==> config.mk <==
export PLATFORM = sky130hd
export DESIGN_NAME = bus_if
export DESIGN_NICKNAME = d
export VERILOG_FILES = /design/src/rtl/cpu_pkg.sv /design/src/rtl/bus_if.sv
export SDC_FILE = /design/constraint.sdc
export NUM_CORES = 1
export LEC_CHECK = 0
export CORE_MARGIN = 2
export CORE_UTILIZATION = 45
export CTS_CLUSTER_SIZE = 20
export DETAILED_ROUTE_END_ITERATION = 6
export PLACE_DENSITY = 0.87
export RECOVER_POWER = 100
export SYNTH_ARGS = -nofsm -noshare
export SYNTH_HDL_FRONTEND = slang
export SYNTH_SLANG_ARGS = --single-unit
==> constraint.sdc <==
create_clock -name clk -period 3.81 [get_ports clk]
set_clock_uncertainty 0.1 [all_clocks]
set_input_delay 1.143 -clock clk [delete_from_list [all_inputs] [get_ports clk]]
set_output_delay 1.143 -clock clk [all_outputs]
set_load 0.03 [all_outputs]
==> src/rtl/cpu_pkg.sv <==
// Shared CPU-side bus definitions: bus interface FSM states, bus direction encoding
// and the access-timeout limit used when BUS_IF_TIMEOUT_EN is defined.
package cpu_pkg;

   typedef enum logic [1:0] {
      IDLE   = 2'd0,
      REQ    = 2'd1,
      ACCESS = 2'd2,
      WAIT   = 2'd3
   } bus_if_state_e;

   localparam logic       BUS_READ           = 1'b1;
   localparam logic       BUS_WRITE          = 1'b0;
   localparam logic [7:0] BUS_TIMEOUT_CYCLES = 8'd255;

endpackage

==> src/rtl/bus_if.sv <==
// Memory-access bus master: latches one request, arbitrates, runs one bus access.
// Latency: read data appears combinationally on the rdy cycle (min 2 cycles after as_i).
// Backpressure: busy_o stalls upstream until completion; stall_i parks completed data in WAIT.
// Optional macro BUS_IF_TIMEOUT_EN adds an access timeout reported on bus_err_o.
module bus_if
   import cpu_pkg::*;
#(
   parameter int WORD_DATA_WIDTH = 32,
   parameter int WORD_ADDR_WIDTH = 30
) (
   input  logic                       clk,
   input  logic                       rst,
   input  logic                       stall_i,
   input  logic                       flush_i,
   output logic                       busy_o,
   input  logic [WORD_ADDR_WIDTH-1:0] addr_i,
   input  logic                       as_i,
   input  logic                       rw_i,
   input  logic [WORD_DATA_WIDTH-1:0] wr_data_i,
   output logic [WORD_DATA_WIDTH-1:0] rd_data_o,
   output logic                       bus_req_o,
   input  logic                       bus_grant_i,
   output logic [WORD_ADDR_WIDTH-1:0] bus_addr_o,
   output logic                       bus_as_o,
   output logic                       bus_rw_o,
   output logic [WORD_DATA_WIDTH-1:0] bus_wr_data_o,
   input  logic [WORD_DATA_WIDTH-1:0] bus_rd_data_i,
   input  logic                       bus_rdy_i,
   output logic                       bus_err_o
);

   bus_if_state_e              state, next_state;
   logic [WORD_ADDR_WIDTH-1:0] req_addr;
   logic                       req_rw;
   logic [WORD_DATA_WIDTH-1:0] req_wdata;
   logic [WORD_DATA_WIDTH-1:0] rd_buf;
   logic                       flush_seen;
   logic                       flushed;
   logic                       accept;
   logic                       timeout_hit;

   // A flush in the completing cycle counts as well as one seen earlier in ACCESS.
   assign flushed = flush_seen | flush_i;
   assign accept  = (state == IDLE) && as_i && !flush_i;

`ifdef BUS_IF_TIMEOUT_EN
   logic [7:0] to_cnt;

   // Fires on the last tolerated non-ready ACCESS cycle; the access is abandoned.
   assign timeout_hit = (state == ACCESS) && !bus_rdy_i
                        && (to_cnt == BUS_TIMEOUT_CYCLES - 8'd1);
   assign bus_err_o   = timeout_hit && !rst;

   always_ff @(posedge clk) begin
      if (rst) begin
         to_cnt <= 8'd0;
      end else if (state == REQ && next_state == ACCESS) begin
         to_cnt <= 8'd0;
      end else if (state == ACCESS && !bus_rdy_i) begin
         to_cnt <= to_cnt + 8'd1;
      end
   end
`else
   assign timeout_hit = 1'b0;
   assign bus_err_o   = 1'b0;
`endif

   always_comb begin
      next_state    = state;
      busy_o        = 1'b0;
      bus_req_o     = 1'b0;
      bus_as_o      = 1'b0;
      bus_addr_o    = '0;
      bus_rw_o      = 1'b0;
      bus_wr_data_o = '0;
      rd_data_o     = '0;
      if (!rst) begin
         case (state)
            IDLE: begin
               if (accept) begin
                  busy_o     = 1'b1;
                  bus_req_o  = 1'b1;
                  next_state = REQ;
               end
            end
            REQ: begin
               busy_o = 1'b1;
               if (flush_i) begin
                  next_state = IDLE;
               end else begin
                  bus_req_o = 1'b1;
                  if (bus_grant_i) next_state = ACCESS;
               end
            end
            ACCESS: begin
               busy_o        = 1'b1;
               bus_req_o     = 1'b1;
               bus_as_o      = 1'b1;
               bus_addr_o    = req_addr;
               bus_rw_o      = req_rw;
               bus_wr_data_o = req_wdata;
               if (bus_rdy_i) begin
                  busy_o = 1'b0;
                  if (req_rw == BUS_READ && !flushed) rd_data_o = bus_rd_data_i;
                  next_state = stall_i ? WAIT : IDLE;
               end else if (timeout_hit) begin
                  busy_o     = 1'b0;
                  next_state = IDLE;
               end
            end
            WAIT: begin
               rd_data_o = rd_buf;
               if (!stall_i) next_state = IDLE;
            end
            default: next_state = IDLE;
         endcase
      end
   end

   always_ff @(posedge clk) begin
      if (rst) begin
         state      <= IDLE;
         req_addr   <= '0;
         req_rw     <= BUS_WRITE;
         req_wdata  <= '0;
         rd_buf     <= '0;
         flush_seen <= 1'b0;
      end else begin
         state <= next_state;
         if (accept) begin
            req_addr   <= addr_i;
            req_rw     <= rw_i;
            req_wdata  <= wr_data_i;
            flush_seen <= 1'b0;
         end
         if (state == ACCESS) begin
            if (flush_i) flush_seen <= 1'b1;
            if (bus_rdy_i && req_rw == BUS_READ && !flushed) rd_buf <= bus_rd_data_i;
         end
      end
   end

endmodule

---- Word level (Yosys, flattened, before mapping) ----
Cells that the tools add are included.
cells by class
  equality and inequality tests ........... 7
  muxes and demuxes ....................... 29
  bitwise operators ....................... 1
  reduce and logical (&&, ||, !) cells .... 10
operators by type and width
  operator                                                                number
  32-bit two-way mux                                                      5
  32-bit one-hot mux with 2 select lines                                  1
  30-bit two-way mux                                                      2
  1-bit two-way mux                                                       12
  2-bit two-way mux                                                       6
  2-bit one-hot mux with 4 select lines                                   1
  2-bit inequality test (second input constant)                           3
  1-bit one-hot mux with 3 select lines                                   2
  1-bit logical AND                                                       5
  2-bit equality test (second input constant)                             2
  4-bit AND reduction                                                     1
  3-bit inequality test (second input constant)                           1
  2-bit by 1-bit equality test with 1-bit output (second input constant)  1
  1-bit zero test                                                         2
  2-bit zero test                                                         1
  2-bit AND reduction                                                     1
  1-bit bitwise OR                                                        1
storage, ports and cells
  register bits after elaboration ......... 98
  input port bits ......................... 102

---- Logic depth before layout (Yosys ltp) ----
Gate-level depths: netlist of the first run.
  depth after elaboration ................. 7
  mapped depth ............................ 6

---- Least setup slack after synthesis of the first run ----
Ideal clock, no wire load.
  path kind ............................... input-to-output
  start point ............................. in flush_i
  end point ............................... out busy_o
  arrival ................................. 2.601 ns
  data required time ...................... 2.567 ns
  path slack .............................. -0.034 ns
  stages .................................. 3
  buffers on the path ..................... 1
  cell sequence ........................... or4b_4 -> buf_4 -> a221oi_1
on the way
  longest elaborated chain between the ends .. 5
RTL lines
  what                                   line          text
  start, declared                        bus_if.sv:14  input logic flush_i,
  1-bit zero test                        bus_if.sv:44  assign accept = (state == IDLE) && as_i && !flush_i;
  1-bit logical AND                      bus_if.sv:44
  1-bit two-way mux                      bus_if.sv:80  if (accept) begin
  1-bit one-hot mux with 3 select lines  bus_if.sv:78  case (state)
  1-bit two-way mux                      bus_if.sv:77  if (!rst) begin
  end, declared                          bus_if.sv:15  output logic busy_o,
No other way between the ends.

---- Worst setup path in the final report of the first run ----
  start point ............................. in bus_rdy_i
  end point ............................... out rd_data_o[12]
on the way
  longest elaborated chain between the ends .. 3
RTL lines
  what                                    line           text
  start, declared                         bus_if.sv:28   input logic bus_rdy_i,
  32-bit two-way mux                      bus_if.sv:102  if (bus_rdy_i) begin
  32-bit one-hot mux with 2 select lines  bus_if.sv:78
  32-bit two-way mux                      bus_if.sv:77
  end, declared                           bus_if.sv:20   output logic [WORD_DATA_WIDTH-1:0] rd_data_o,
No other way between the ends.

==> results.md, run 1 <==
- The fraction of layout cells with a size suffix above 1 is 0.2229.
- After synthesis, the mean cell area works out to 7.414 sq um.
- During placement, the flow inserted port buffers numbering 199.
- The count of final max-slew check failures is 0.
- The detailed placer's ending HPWL is 9.086 mm.
- In this run the worst hold path is classified as flip-flop to flip-flop.
- Yosys mapped a number of flops with a built-in enable equal to 0.
- The count of clock tree sinks is between 90 and 100.
- The final layout net count is 892.
- Dividing the final minimum period by the clock period gives 0.9915.
- For the worst-skew pair, the clock arrives at the later sink with an insertion delay of 0.35 ns.
- The share of the Yosys chip area taken by registers is 0.4470.
- The number of max-cap violations is 0.
- Across the VDD grid, the largest voltage drop is 205.0 uV.
- Yosys mapped the design onto 27 distinct sky130hd cell types.
- Across the whole layout, storage elements account for 1963 sq um.
- On the worst path, the slowest cell contributes a delay of 0.50 ns.
- The count of nets left with antenna violations once routing finished came out at 0.
- In the final routed layout, each cell accounts on average for 14.14 microns.
- The worst relative slew slack is 0.3128.
- The worst path setup slack after routing is 0.03233 ns.
- The routed wire length is 13.11 mm.
- The number of endpoints with negative hold slack in the final report was 0.
- Based on the critical path, the design can be clocked at up to 0.2647 GHz.
- For the pin with the worst max-slew slack, the measured transition is 1.031 ns.
- The type of element capturing the critical path is an output port.
- The clock-pin slew on the worst setup and hold paths is about 0.09 ns.
- Counting flops with an async set or reset pin after synthesis yields a share of 0.
- Setup violations remaining at the end of the flow were counted as 0.
- The clock period minus final worst setup slack is 3.778 ns.
- Setup repair after global routing could not meet its margin everywhere.
- STA classifies the critical path startpoint as an input port.
- The filler cell count in the final layout is 824.
- The worst flop-to-flop path startpoint is state[1]$_SDFFE_PP0P_.
- The classification of the worst setup path is input port to output port.
- In this run, CTS created clock tree buffers numbering 9.
- The number of global-route vias before repair is 4596.
- The count of cells in the finished layout, fillers not included, comes to 927.
- In this run the power density over the cells is 307.2 nW/um^2.
- The run finished with clean final reports.
- Summed over all cells, the static leakage comes to around 2.6 nW.
- After floorplanning, the core was divided into 36 placement rows.
- In this run the clock root is driven by a sky130_fd_sc_hd__clkbuf_8.
- The arrival time at the worst endpoint is ~2.5 ns.
- The summed instance area of the synthesized netlist is 4389 sq um.
- The repair_antennas step left the layout with diodes totalling 0.
- In the global route stage, overall resource usage came out at 0.2362.
- The final design instance area without fill is 6739 sq um.
- The required time of the worst setup path is 2.57 ns.
- Among all flip-flop cells after synthesis, the most frequent one is sky130_fd_sc_hd__dfxtp_1.
- The number of DRC violations after detailed-routing iteration 0 is 181.
- The number of cells in the design after placement is 910.
- Yosys instantiated no cell more often than sky130_fd_sc_hd__nand2_1.
- Pin placement for this block handled 201 I/O pins.
- The synthesized design contains between 90 and 100 register bits.
- The placed instance area is 6424 sq um.
- Sorting the synthesized cells by how often they occur yields 159 x sky130_fd_sc_hd__nand2_1, 130 x sky130_fd_sc_hd__a21oi_1, 98 x sky130_fd_sc_hd__dfxtp_1, 63 x sky130_fd_sc_hd__and2_1, 33 x sky130_fd_sc_hd__clkbuf_1.
- No sink is reached through more buffers than the 2 on the longest clock path.
- The deepest level of the CTS H-tree is 3.
- The largest area contributor in the synthesized netlist is sky130_fd_sc_hd__dfxtp_1.
- The global route total overflow is 0.
- The number of antenna violations at the first check in global routing is 0.
- Of all nets on the critical path, the largest fanout is 24.
- The share of the synthesized area in the top cell type is 0.4470.
- Counting every instance in the synthesized netlist gives 592.
- The final route contains 4746 vias.
- The first-pass iteration count of the detailed router is 5.
- The initial utilization of the core area, before any placement, comes to 0.4553.
- In the post-synthesis netlist, the biggest area contributors are sky130_fd_sc_hd__dfxtp_1 45%, sky130_fd_sc_hd__a21oi_1 15%, sky130_fd_sc_hd__nand2_1 14%, sky130_fd_sc_hd__and2_1 9.0%, sky130_fd_sc_hd__nand3_1 3.6%.
- The tightest hold path in the finished design has a slack of 0.3526 ns.
- The net count of the mapped netlist is just under 700.
- In this run the vertical extent of the chip is 102.8 microns.
- The post-route DRC violation count is 0.
- Traced cell by cell, the critical path runs through clkdlybuf4s50_1 > nor2b_4 > buf_12 > nand3_1 > a21oi_2 > buf_4.
- From synthesis to final layout, the design area changed by 53.53%.
- Tracing the worst setup path back leads to its startpoint at bus_rdy_i.
- Entering global routing, the biggest net connects 66 pins.
- The count of yosys warnings during synthesis is 0.
- The slowest stage of the critical path belongs to the cell sky130_fd_sc_hd__clkdlybuf4s50_1.
- The first global-routing pass estimated 20.22 mm of wire.
- The area of the core region is 9639 sq um.
- Measured on the finished design, the core utilization comes to 0.6991.
- The CTS tree is yes.
- After detailed routing, the number of vias per cell comes to 5.120.
- The die covers ~11000 sq um.
- OpenSTA, run right after detailed placement, puts the worst setup slack at -0.1827 ns.
- Routability-driven placement finished with a final weighted congestion of about 0.79.
- In this run the most critical hold path is launched from req_addr[25]$_SDFFE_PP0P_.
- The horizontal die dimension is just over 100 microns.
- The multi-input combinational cells in the finished layout cover a total of between 2000 and 2500 sq um.
state kept, by name, indices dropped and copies added, names as in the netlist:
signal	cells
req_wdata	32
state	2
req_rw	1
flush_seen	1
req_addr	30
rd_buf	32
where the power goes:
group | internal (mW) | total, mW | leakage, nW | switching (mW)
logic | 0.136 | 0.251 | 1.69 | 0.114
clock network | 0.390 | 0.745 | 0.113 | 0.354
registers | 1.06 | 1.07 | 0.797 | 0.0182
total | 1.58 | 2.07 | 2.60 | 0.487
area by class of cell:
| cell class | instances | area share |
|---|---|---|
| multi-input cells | 436 | 0.3273 |
| repair buffers | 243 | 0.3223 |
| flip-flops and latches | 98 | 0.2913 |
| well taps | 133 | 0.02469 |
| clock buffers | 10 | 0.02042 |
| clock inverters | 5 | 0.01281 |
| inverters | 2 | 0.001114 |
cell usage in the layout (no fill, tap or decap), types with 2 or more instances in the layout:
cell type	synthesis	routed
sky130_fd_sc_hd__o21ai_0	23	23
sky130_fd_sc_hd__nand2_1	159	159
sky130_fd_sc_hd__buf_6	8	2
sky130_fd_sc_hd__and2_1	63	63
sky130_fd_sc_hd__buf_12	0	6
sky130_fd_sc_hd__buf_4	5	134
sky130_fd_sc_hd__dfxtp_1	98	97
sky130_fd_sc_hd__o21ai_1	10	10
sky130_fd_sc_hd__bufinv_16	0	2
sky130_fd_sc_hd__nor2_1	4	3
sky130_fd_sc_hd__inv_6	0	2
sky130_fd_sc_hd__a21oi_2	0	10
sky130_fd_sc_hd__o211ai_1	2	2
sky130_fd_sc_hd__nand3_1	32	32
sky130_fd_sc_hd__clkdlybuf4s50_1	0	98
sky130_fd_sc_hd__nand2b_1	3	3
sky130_fd_sc_hd__clkbuf_8	0	10
sky130_fd_sc_hd__inv_1	2	2
sky130_fd_sc_hd__a21oi_1	130	120
cell families after synthesis:
kind of cell	Yosys count	synth area share
AOI/OAI and AO/OA	169	0.1975
DFF	98	0.4470
buffers and inverters	58	0.06984
and+or+nand+nor	266	0.2848
other	1	0.0008544
worst paths after layout:
path                               end  slack [ns]  depth (start not counted)
min reg2reg  req_addr[25]$_SDFFE_PP0P_        0.35                          2
min          req_addr[25]$_SDFFE_PP0P_        0.35                          2
max                      rd_data_o[12]        0.03                          6
max reg2reg    rd_buf[11]$_SDFFE_PP0P_        1.60                          3
metal layers:
metal / track usage / part of all wire / wire length [microns]
met4: 0.08806 / 0.021 / 275
met2: 0.4087 / 0.50 / 6510
met1: 0.2825 / 0.41 / 5381
met3: 0.06169 / 0.072 / 940
met5: 0 / 0 / 0
stage by stage:
stage                     total power, mW  setup TNS (ns)
after floorplan                     1.207               0
after detailed placement            1.348          -4.259
after global routing                2.158        -0.06984
after CTS                           2.090               0
after global placement              1.339          -3.169
final                               2.070               0
repair_timing:
item / in CTS / in global routing
buffers inserted: 0 / 1
pin swaps: 1 / 5
setup endpoints to repair: 33 / 33
hold buffers: 0 / 0
cloned: 0 / 1
hold endpoints to repair: 0 / 0
gates resized for setup: 3 / 15
worst max-delay path, delay by kind of cell:
family,cells,cell delay [ns]
buffers and inverters,3,0.86
AO/OA/AOI/OAI,1,0.18
AND/OR/NAND/NOR,2,0.34
No activity file was read; power rests on OpenSTA's default activity.
==> run 2: changes to the inputs <==
--- a/config.mk
+++ b/config.mk
@@ -7,7 +7,7 @@
 export LEC_CHECK = 0
 export CORE_MARGIN = 2
 export CORE_UTILIZATION = 45
-export CTS_CLUSTER_SIZE = 20
+export CTS_CLUSTER_DIAMETER = 100
 export DETAILED_ROUTE_END_ITERATION = 6
 export PLACE_DENSITY = 0.87
 export RECOVER_POWER = 100
==> results of run 2 <==
The final DEF is identical to that of run 1; final timing and power are the same.
